**src/rtl/shrimp_wb_arbiter.sv**
```systemverilog
// Two-source register-file writeback arbiter: single-entry buffer per source, round-robin grant.
// Optional pending-write scoreboard on busy[] is built only when SHRIMP_WB_SCOREBOARD_EN is defined.
module shrimp_wb_arbiter #(
    parameter int DATA_W = 16,
    parameter int ADDR_W = 4
) (
    input  logic              clock,
    input  logic              reset,
    input  logic              a_valid,
    input  logic [ADDR_W-1:0] a_addr,
    input  logic [DATA_W-1:0] a_val,
    output logic              a_ready,
    input  logic              b_valid,
    input  logic [ADDR_W-1:0] b_addr,
    input  logic [DATA_W-1:0] b_val,
    output logic              b_ready,
    output logic              reg_w_enable,
    output logic [ADDR_W-1:0] reg_w_addr,
    output logic [DATA_W-1:0] reg_w_val,
    input  logic              rsv_valid,
    input  logic [ADDR_W-1:0] rsv_addr,
    output logic [15:0]       busy
);

    localparam logic [ADDR_W-1:0] NULL_REG = '1;

    logic              a_full;
    logic [ADDR_W-1:0] a_buf_addr;
    logic [DATA_W-1:0] a_buf_val;
    logic              b_full;
    logic [ADDR_W-1:0] b_buf_addr;
    logic [DATA_W-1:0] b_buf_val;
    logic              rr_ptr;      // 0: A preferred on contention, 1: B preferred

    logic              grant_a;
    logic              grant_b;
    logic              a_take;
    logic              b_take;

    // Ready depends on registered full only, so a buffer never refills in its grant cycle.
    assign a_ready = !a_full && !reset;
    assign b_ready = !b_full && !reset;

    assign a_take = a_valid && a_ready && (a_addr != NULL_REG);
    assign b_take = b_valid && b_ready && (b_addr != NULL_REG);

    always_comb begin
        grant_a = a_full && (!b_full || !rr_ptr);
        grant_b = b_full && (!a_full || rr_ptr);
    end

    always_ff @(posedge clock) begin
        if (reset) begin
            a_full       <= 1'b0;
            b_full       <= 1'b0;
            rr_ptr       <= 1'b0;
            reg_w_enable <= 1'b0;
            reg_w_addr   <= '0;
            reg_w_val    <= '0;
        end else begin
            if (a_take) begin
                a_full     <= 1'b1;
                a_buf_addr <= a_addr;
                a_buf_val  <= a_val;
            end else if (grant_a) begin
                a_full <= 1'b0;
            end

            if (b_take) begin
                b_full     <= 1'b1;
                b_buf_addr <= b_addr;
                b_buf_val  <= b_val;
            end else if (grant_b) begin
                b_full <= 1'b0;
            end

            if (grant_a) begin
                reg_w_enable <= 1'b1;
                reg_w_addr   <= a_buf_addr;
                reg_w_val    <= a_buf_val;
                rr_ptr       <= 1'b1;
            end else if (grant_b) begin
                reg_w_enable <= 1'b1;
                reg_w_addr   <= b_buf_addr;
                reg_w_val    <= b_buf_val;
                rr_ptr       <= 1'b0;
            end else begin
                reg_w_enable <= 1'b0;
            end
        end
    end

`ifdef SHRIMP_WB_SCOREBOARD_EN
    logic [15:0]       busy_q;
    logic [15:0]       busy_next;
    logic [ADDR_W-1:0] grant_addr;

    assign grant_addr = grant_a ? a_buf_addr : b_buf_addr;

    // Clear is applied first so a same-cycle reservation of the same register wins.
    always_comb begin
        busy_next = busy_q;
        if ((grant_a || grant_b) && (grant_addr != NULL_REG)) begin
            busy_next[grant_addr] = 1'b0;
        end
        if (rsv_valid && (rsv_addr != NULL_REG)) begin
            busy_next[rsv_addr] = 1'b1;
        end
        busy_next[15] = 1'b0;
    end

    always_ff @(posedge clock) begin
        if (reset) begin
            busy_q <= '0;
        end else begin
            busy_q <= busy_next;
        end
    end

    assign busy = busy_q;
`else
    logic unused_rsv;
    assign unused_rsv = ^{rsv_valid, rsv_addr};
    assign busy       = '0;
`endif

endmodule

```
**config.mk**
```make
export PLATFORM = sky130hd
export DESIGN_NAME = shrimp_wb_arbiter
export DESIGN_NICKNAME = d
export VERILOG_FILES = /design/src/rtl/shrimp_wb_arbiter.sv
export SDC_FILE = /design/constraint.sdc
export NUM_CORES = 1
export LEC_CHECK = 0
export CORE_ASPECT_RATIO = 0.8
export CORE_UTILIZATION = 43
export CTS_CLUSTER_DIAMETER = 40
export DETAILED_ROUTE_END_ITERATION = 10
export PLACE_DENSITY_LB_ADDON = 0.3
export SLEW_MARGIN = 20
export SYNTH_ARGS = -nofsm -noshare
export SYNTH_HDL_FRONTEND = slang
export SYNTH_SLANG_ARGS = --single-unit
```
**constraint.sdc**
```tcl
create_clock -name clock -period 2.1 [get_ports clock]
set_input_delay 0.21 -clock clock [delete_from_list [all_inputs] [get_ports clock]]
set_output_delay 0.21 -clock clock [all_outputs]
set_load 0.005 [all_outputs]
```
=== After elaboration in Yosys (flattened, before gate mapping) ===
Cells that the tools add are included.

* Register bits: 64
* Input port bits: 49
* Output and inout bits: 39
* Word-level logic and storage cells: 43

* Equality and inequality tests: 2
* Multiplexer cells: 11
* Bitwise operators: 1
* Reduce and logical (&&, ||, !) cells: 19

{| class="wikitable"
|+ Operators with widths
! operator !! count
|-
| $mux W16 || 2
|-
| $logic_and A1 B1 Y1 || 8
|-
| $mux W4 || 2
|-
| $ne A4 B4 Y1 const B || 2
|-
| $mux W1 || 7
|-
| $reduce_bool A2 Y1 || 3
|-
| $logic_not A1 Y1 || 4
|-
| $reduce_and A2 Y1 || 2
|-
| $logic_or A1 B1 Y1 || 2
|-
| $not A1 Y1 || 1
|}

=== Depth between registers and ports, before layout ===
Gate-level depths: netlist (run 1).

* Word-level depth: 5
* Mapped depth: 5
* Gate-level depth less buffers: 3

=== Least setup slack after synthesis (run 1) ===
No wires, ideal clock.

* Path kind: register to register
* From: register b_full
* To: register b_buf_addr[0], enable pin
* Setup time: 0.397 ns
* Arrival: 1.392 ns
* Data required time: 1.703 ns
* Slack: 0.312 ns
* Cell stages (with the launch flop): 4
* Buffers on the path: 0
* Clock period less this slack: 1.788 ns
* Cell sequence: dfxtp_1 > inv_2 > nand3_1 > nor2_1

* Longest elaborated chain between the ends: 5

{| class="wikitable"
|+ Ends and longest elaborated chain
! element !! RTL line !! RTL
|-
| start: declaration || 30 || <nowiki>logic b_full;</nowiki>
|-
| start signal: assignment || 55 || <nowiki>b_full <= 1'b0;</nowiki>
|-
| start signal: assignment || 70 || <nowiki>b_full <= 1'b1;</nowiki>
|-
| start signal: assignment || 74 || <nowiki>b_full <= 1'b0;</nowiki>
|-
| $logic_not A1 Y1 || 42 || <nowiki>assign b_ready = !b_full && !reset;</nowiki>
|-
| $logic_and A1 B1 Y1 || 42 ||
|-
| $logic_and A1 B1 Y1 (2 in series) || 45 || <nowiki>assign b_take = b_valid && b_ready && (b_addr != NULL_REG);</nowiki>
|-
| $reduce_and A2 Y1 (no line) || -- ||
|-
| end signal: assignment || 71 || <nowiki>b_buf_addr <= b_addr;</nowiki>
|-
| end: declaration || 31 || <nowiki>logic [ADDR_W-1:0] b_buf_addr;</nowiki>
|}

No other way between the ends.
A chain may end at the register's enable or synchronous reset.

=== Final worst setup path (run 1) ===
* From: input reset
* To: output a_ready

* Longest elaborated chain between the ends: 2

{| class="wikitable"
|+ Ends and longest elaborated chain
! element !! RTL line !! RTL
|-
| start: declaration || 8 || <nowiki>input logic reset,</nowiki>
|-
| $logic_not A1 Y1 || 41 || <nowiki>assign a_ready = !a_full && !reset;</nowiki>
|-
| $logic_and A1 B1 Y1 || 41 ||
|-
| end: declaration || 12 || <nowiki>output logic a_ready,</nowiki>
|}

No other way between the ends.

==> results.tsv, run 1 <==
metric	value	unit
criticalPathCategory	in2out	
initial_core_util	0.455	
path_delay_family	buffers and inverters	
ys_seq_area_frac	0.725	
whs_endpoint	a_buf_val[9]$_DFFE_PP_	
crit_path_cell_trace	clkdlybuf4s50_1 -> buf_4 -> nor2_1 -> clkdlybuf4s50_1	
antennaDiodeCount	0	
rsz0062_at_grt	false	
p_comb_frac	0.102	
crit_fanout	9	
fmax	581	MHz
drtPass1Iterations	7	
nNetsFinal	274	
place_hpwl	2.83	mm
synth.distinct_cells	19	
routabilityCongestion	0.721	
period_share	0.819	
wl_per_cell	14.3	um
drc_errors	12	
violations	DRC	
final_cell_mix	clkdlybuf4s50_1 (66), edfxtp_1 (40), dfxtp_1 (24), and2_1 (20), a221o_1 (20)	
io_pins	88	
path_buf_inv	3	
first_iter_violations	50	
grt_pass1_vias	1266	
worst_path_most_repeated_cell	clkdlybuf4s50_1	
io_buffers	66	
p_seq_frac	0.549	
drive_above_1_share	0.110	
outcome	finished with violations	
syn_inst	149	
hold_buffers	0	
p_sw	0.528	mW
synth_warnings	0	
grt-ovfl-total	0	
crit_path_start_kind	input pin	
highest_layer	met4	
final.min_clock_period	1720	ps
cp.required	1890	ps
worst-r2r-setup-slack	710	ps
r2r_end	reg_w_val[11]$_SDFFE_PP0P_	
fp.dieW	84.1	um
routed_wl	4.16	mm
syn_area	0.00232	mm^2
p_int	2.10	mW
cts_sinks	64	
peakVddDrop	0.000434	V
grt_max_degree	21	
setup_tns	0	ps
ys_ff_latch	64	
avgSynthCellArea	15.6	um^2
vias	1408	
maxSlewViolCount	0	
worst_hold_path.num_cells	1	
die_h	67.7	um
arrival	1510	ps
num-fill-cells	419	
hold_path.class	in2reg	
p_leak	1.17	nW
wl_met3	245	um
max_cap_violations	0	
clk_latency	330	ps
fin_skew	4.36	ps
clkPwrFrac	0.349	
syn_to_final_growth	36.3	%
post-cts-setup-buffers	0	
worstRegToRegCells	3	
grt_pass1_wl	6.16	mm
cts-buffers-inserted	9	
whs	437	ps
dr_wl_met2	2.18	mm
routed_via_density	4.86	
cts_tree	done	
core	0.00509	mm^2
clock_path_buffers	2	
clk_pin_slew	60	ps
post_cts_resized	0	
slew_headroom	0.556	
max_stage_delay	510	ps
hold_path.startpoint	a_val[9]	
finalSetupViolCount	0	
regToRegStartpoint	b_full$_SDFFE_PP0P_	
end_kind	output pin	
h-tree-depth	3	
multiInputGateArea	509	um^2
hold_viol_final	0	
tightest_slew	663	ps
power_density	830	mW/mm^2
grt_usage	0.155	
final_antenna_net_count	0	
antenna_found_initial	0	
final_common_cell	clkdlybuf4s50_1	
seq_area	0.00168	mm^2
wl_met1	1.72	mm
fp-row-count	23	
clock_tree.root_cell	clkbuf_8	
critPathSlowestCell	clkdlybuf4s50_1	
dieArea	0.00569	mm^2
swShare	0.201	
-- layout make-up --
| type | count | share of cell area |
|---|---|---|
| clock buffer | 14 | 0.0546 |
| inverter | 2 | 0.00237 |
| multi-input combinational | 75 | 0.161 |
| sequential | 64 | 0.532 |
| tap | 62 | 0.0245 |
| timing repair buffer | 73 | 0.226 |
-- registers in the layout, indices dropped and copies added (netlist names) --
register,count
a_buf_addr,4
a_buf_val,16
a_full,1
b_buf_addr,4
b_buf_val,16
b_full,1
reg_w_addr,4
reg_w_enable,1
reg_w_val,16
rr_ptr,1
-- kinds of logic (layout without fill, tap and decap cells) --
group                  count (synthesis)  after routing  synth area share
AOI/OAI and AO/OA                     25             25             0.100
and+or+nand+nor                       34             34            0.0895
other                                  1             16           0.00162
buffers and inverters                 25             89            0.0836
DFF                                   64             64             0.725
-- synthesized netlist by cell type (all sizes together) --
| library cell | n | area [um^2] |
|---|---|---|
| and3 | 1 | 6.26 |
| a221o | 20 | 200 |
| edfxtp | 40 | 1200 |
| a21oi | 4 | 20.0 |
| conb | 1 | 3.75 |
| nand3 | 3 | 15.0 |
| nand4 | 2 | 12.5 |
| and2 | 20 | 125 |
| and2b | 1 | 10.0 |
| nor3 | 2 | 20.0 |
| nor2 | 4 | 15.0 |
| dfxtp | 24 | 480 |
| buf | 23 | 186 |
| inv | 2 | 7.50 |
| a211oi | 1 | 12.5 |
| nand2 | 1 | 3.75 |
-- layer usage --
metal	vias up	GRT usage
met3	2	0.0770
met4	0	0.0517
met1	678	0.175
li1	675	-
met5	-	0
met2	53	0.261
-- stage by stage --
step	cell area, um^2	cells	utilization	worst slack (ps)	total power, mW
finish	3160	290	0.621	379	2.62
floorplan	2380	164	-	312	1.58
global route	3160	290	0.621	339	2.73
detailed placement	2980	276	0.586	158	1.73
global placement	2980	276	0.586	200	1.73
CTS	3160	290	0.620	381	2.65
-- power groups by stage --
stage | combinational (mW) | sequential [mW] | clock, mW
6_report | 0.267 | 1.44 | 0.916
4_1_cts | 0.270 | 1.44 | 0.941
2_1_floorplan | 0.117 | 1.47 | 0
5_1_grt | 0.290 | 1.45 | 0.995
3_3_place_gp | 0.265 | 1.46 | 0
3_5_place_dp | 0.269 | 1.47 | 0
-- how the worst max path moves through the flow --
stage | cells after the start | from | slack, ps | end
finish | 4 | reset | 380 | a_ready
global route | 4 | reset | 340 | a_ready
CTS | 3 | b_full$_SDFFE_PP0P_ | 380 | reg_w_val[0]$_SDFFE_PP0P_
detailed placement | 4 | reset | 160 | reg_w_val[0]$_SDFFE_PP0P_
global placement | 4 | reset | 200 | reg_w_val[3]$_SDFFE_PP0P_
floorplan | 3 | b_full$_SDFFE_PP0P_ | 310 | b_buf_addr[0]$_DFFE_PP_
Note: power is estimated with default switching activity, not from simulation.
==> inputs of run 2 (changes only) <==
- clock period: 2.1 -> 1.7 ns (I/O delays scaled with it)
==> run 2 against run 1 <==
  * The run still ends with DRC left
  * Setup slack got worse by 290 ps
  * Cell area increased by 0.99%
  * Routed wire length rose by 4.2%
  * Register-to-register slack got worse by 350 ps
  * Via count is 1.1% lower
  * Critical path type is now reg2out
  * Critical endpoint is now b_ready
  * Largest cell class unchanged
  * Largest power group unchanged
==> results.tsv, run 2 (synthesized netlist as in run 1, its figures left out) <==
metric	value	unit	change
routabilityCongestion	0.798		+11%
clk_pin_slew	70	ps	about the same
fin_ws	87.5	ps	-292 ps
max_stage_delay	500	ps	about the same
period_share	0.949		
routed_wl	4.33	mm	+4.2%
hold_viol_final	0		unchanged
routed_via_density	4.77		-1.7%
path_buf_inv	2		-1
grt_usage	0.167		+0.0124
peakVddDrop	0.000524	V	+21%
drtPass1Iterations	9		+2
dieArea	0.00569	mm^2	unchanged
setup_tns	0	ps	unchanged
max_cap_violations	0		unchanged
finalSetupViolCount	0		unchanged
antennaDiodeCount	0		unchanged
maxSlewViolCount	0		unchanged
grt_max_degree	21		unchanged
cts_tree	done		
first_iter_violations	68		+36%
place_ws	-172	ps	-330 ps
placedInstanceArea	0.00302	mm^2	+1.3%
slew_headroom	0.561		+0.00515
wl_per_cell	14.8	um	+3.5%
hold_path.class	in2reg		
top_regs	a_buf_val x16, b_buf_val x16, reg_w_val x16		
final_cell_mix	clkdlybuf4s50_1 (65), edfxtp_1 (40), dfxtp_1 (24), and2_1 (20), a221o_1 (20)		
post-cts-setup-buffers	0		unchanged
crit_path_start_kind	register		
arrival	1440	ps	-70 ps
p_leak	1.18	nW	+1.3%
crit_fanout	5		-4
power_density	1010	mW/mm^2	+21%
cts_sinks	64		unchanged
syn_to_final_growth	37.6	%	
core	0.00509	mm^2	unchanged
tightest_slew	656	ps	-7.70 ps
clock_path_buffers	2		unchanged
fp-row-count	23		unchanged
vias	1393		-1.1%
final.min_clock_period	1610	ps	
end_kind	output pin		
post-route-cell-area	0.00319	mm^2	+0.99%
criticalPathCategory	reg2out		
clock_tree.root_cell	clkbuf_8		
path_delay_family	buffers and inverters		
grt-ovfl-total	0		unchanged
crit_path_cell_trace	buf_4 -> nor2_1 -> clkdlybuf4s50_1		
io_pins	88		unchanged
clk_latency	340	ps	about the same
final_common_cell	clkdlybuf4s50_1		
io_buffers	66		unchanged
violations	DRC		
die_h	67.7	um	unchanged
final_antenna_net_count	0		unchanged
total_power	3.21	mW	+22%
initial_core_util	0.455		unchanged
outcome	finished with violations		
fin_skew	6.97	ps	+2.61 ps
h-tree-depth	3		unchanged
rsz0062_at_grt	false		
fmax	620	MHz	
drc_errors	8		-4
grt_pass1_wl	6.64	mm	+7.8%
critPathSlowestCell	clkdlybuf4s50_1		
drive_above_1_share	0.122		+0.0121
antenna_found_initial	0		unchanged
place_hpwl	2.84	mm	+0.51%
num-fill-cells	374		-11%
hold_buffers	0		unchanged
fp.dieW	84.1	um	unchanged
grt_pass1_vias	1347		+6.4%
cp.required	1530	ps	-360 ps
nNetsFinal	274		unchanged
cts-buffers-inserted	9		unchanged
==> run 2: cell types whose count changed in the layout (fill, tap and decap cells not counted), sizes merged <==
cell and change:
clkbuf -4, dlymetal6s2s +1, clkinv +5, clkdlybuf4s50 -1, clkinvlp +1
==> run 2: path summary, 6_finish.rpt <==
check                               from                    endpoint  slack [ps]  cells past startpoint
hold reg to reg   a_buf_val[5]$_DFFE_PP_   reg_w_val[5]$_SDFFE_PP0P_         470                      1
setup reg to reg     a_full$_SDFFE_PP0P_  reg_w_addr[2]$_SDFFE_PP0P_         360                      3
setup / recovery     b_full$_SDFFE_PP0P_                     b_ready          90                      3
hold / removal                     reset         b_full$_SDFFE_PP0P_         300                      3
==> run 2: worst min-delay path, stage by stage <==
cell	delay (ps)
dlymetal6s2s_1	180
buf_4	200
a21oi_1	50
==> run 2: routing by layer <==
metal,up-vias,GRT usage,part of all wire
met5,-,0,0
met4,0,0.0841,0.015
met3,6,0.0795,0.072
met2,55,0.266,0.50
met1,653,0.193,0.41
li1,679,-,-
==> run 2: through the flow <==
stage	hold WS, ps	utilization	cells
finish	302	0.627	292
global route	295	0.627	292
CTS	364	0.625	292
detailed placement	457	0.593	276
global placement	449	0.593	276
floorplan	269	-	164
==> run 2: timing repair <==
action                                  CTS  global route
resized for setup                         0             2
hold endpoints to repair                  0             0
endpoints found under the setup margin    0            17
==> run 2: report_power, final <==
part / internal (mW) / leakage (nW) / total, mW / switching (mW)
Combinational: 0.220 / 0.526 / 0.343 / 0.123
Sequential: 1.74 / 0.569 / 1.78 / 0.0343
Clock: 0.520 / 0.0858 / 1.09 / 0.574
Total: 2.48 / 1.18 / 3.21 / 0.731
==> run 2: layout make-up <==
type                       count  area, um^2  share of cell area
clock buffer                  10         128              0.0400
timing repair buffer          73         753               0.236
clock inverter                 6        36.3              0.0114
tap                           62        77.6              0.0243
sequential                    64        1680               0.527
inverter                       2        7.51             0.00235
multi-input combinational     75         509               0.159
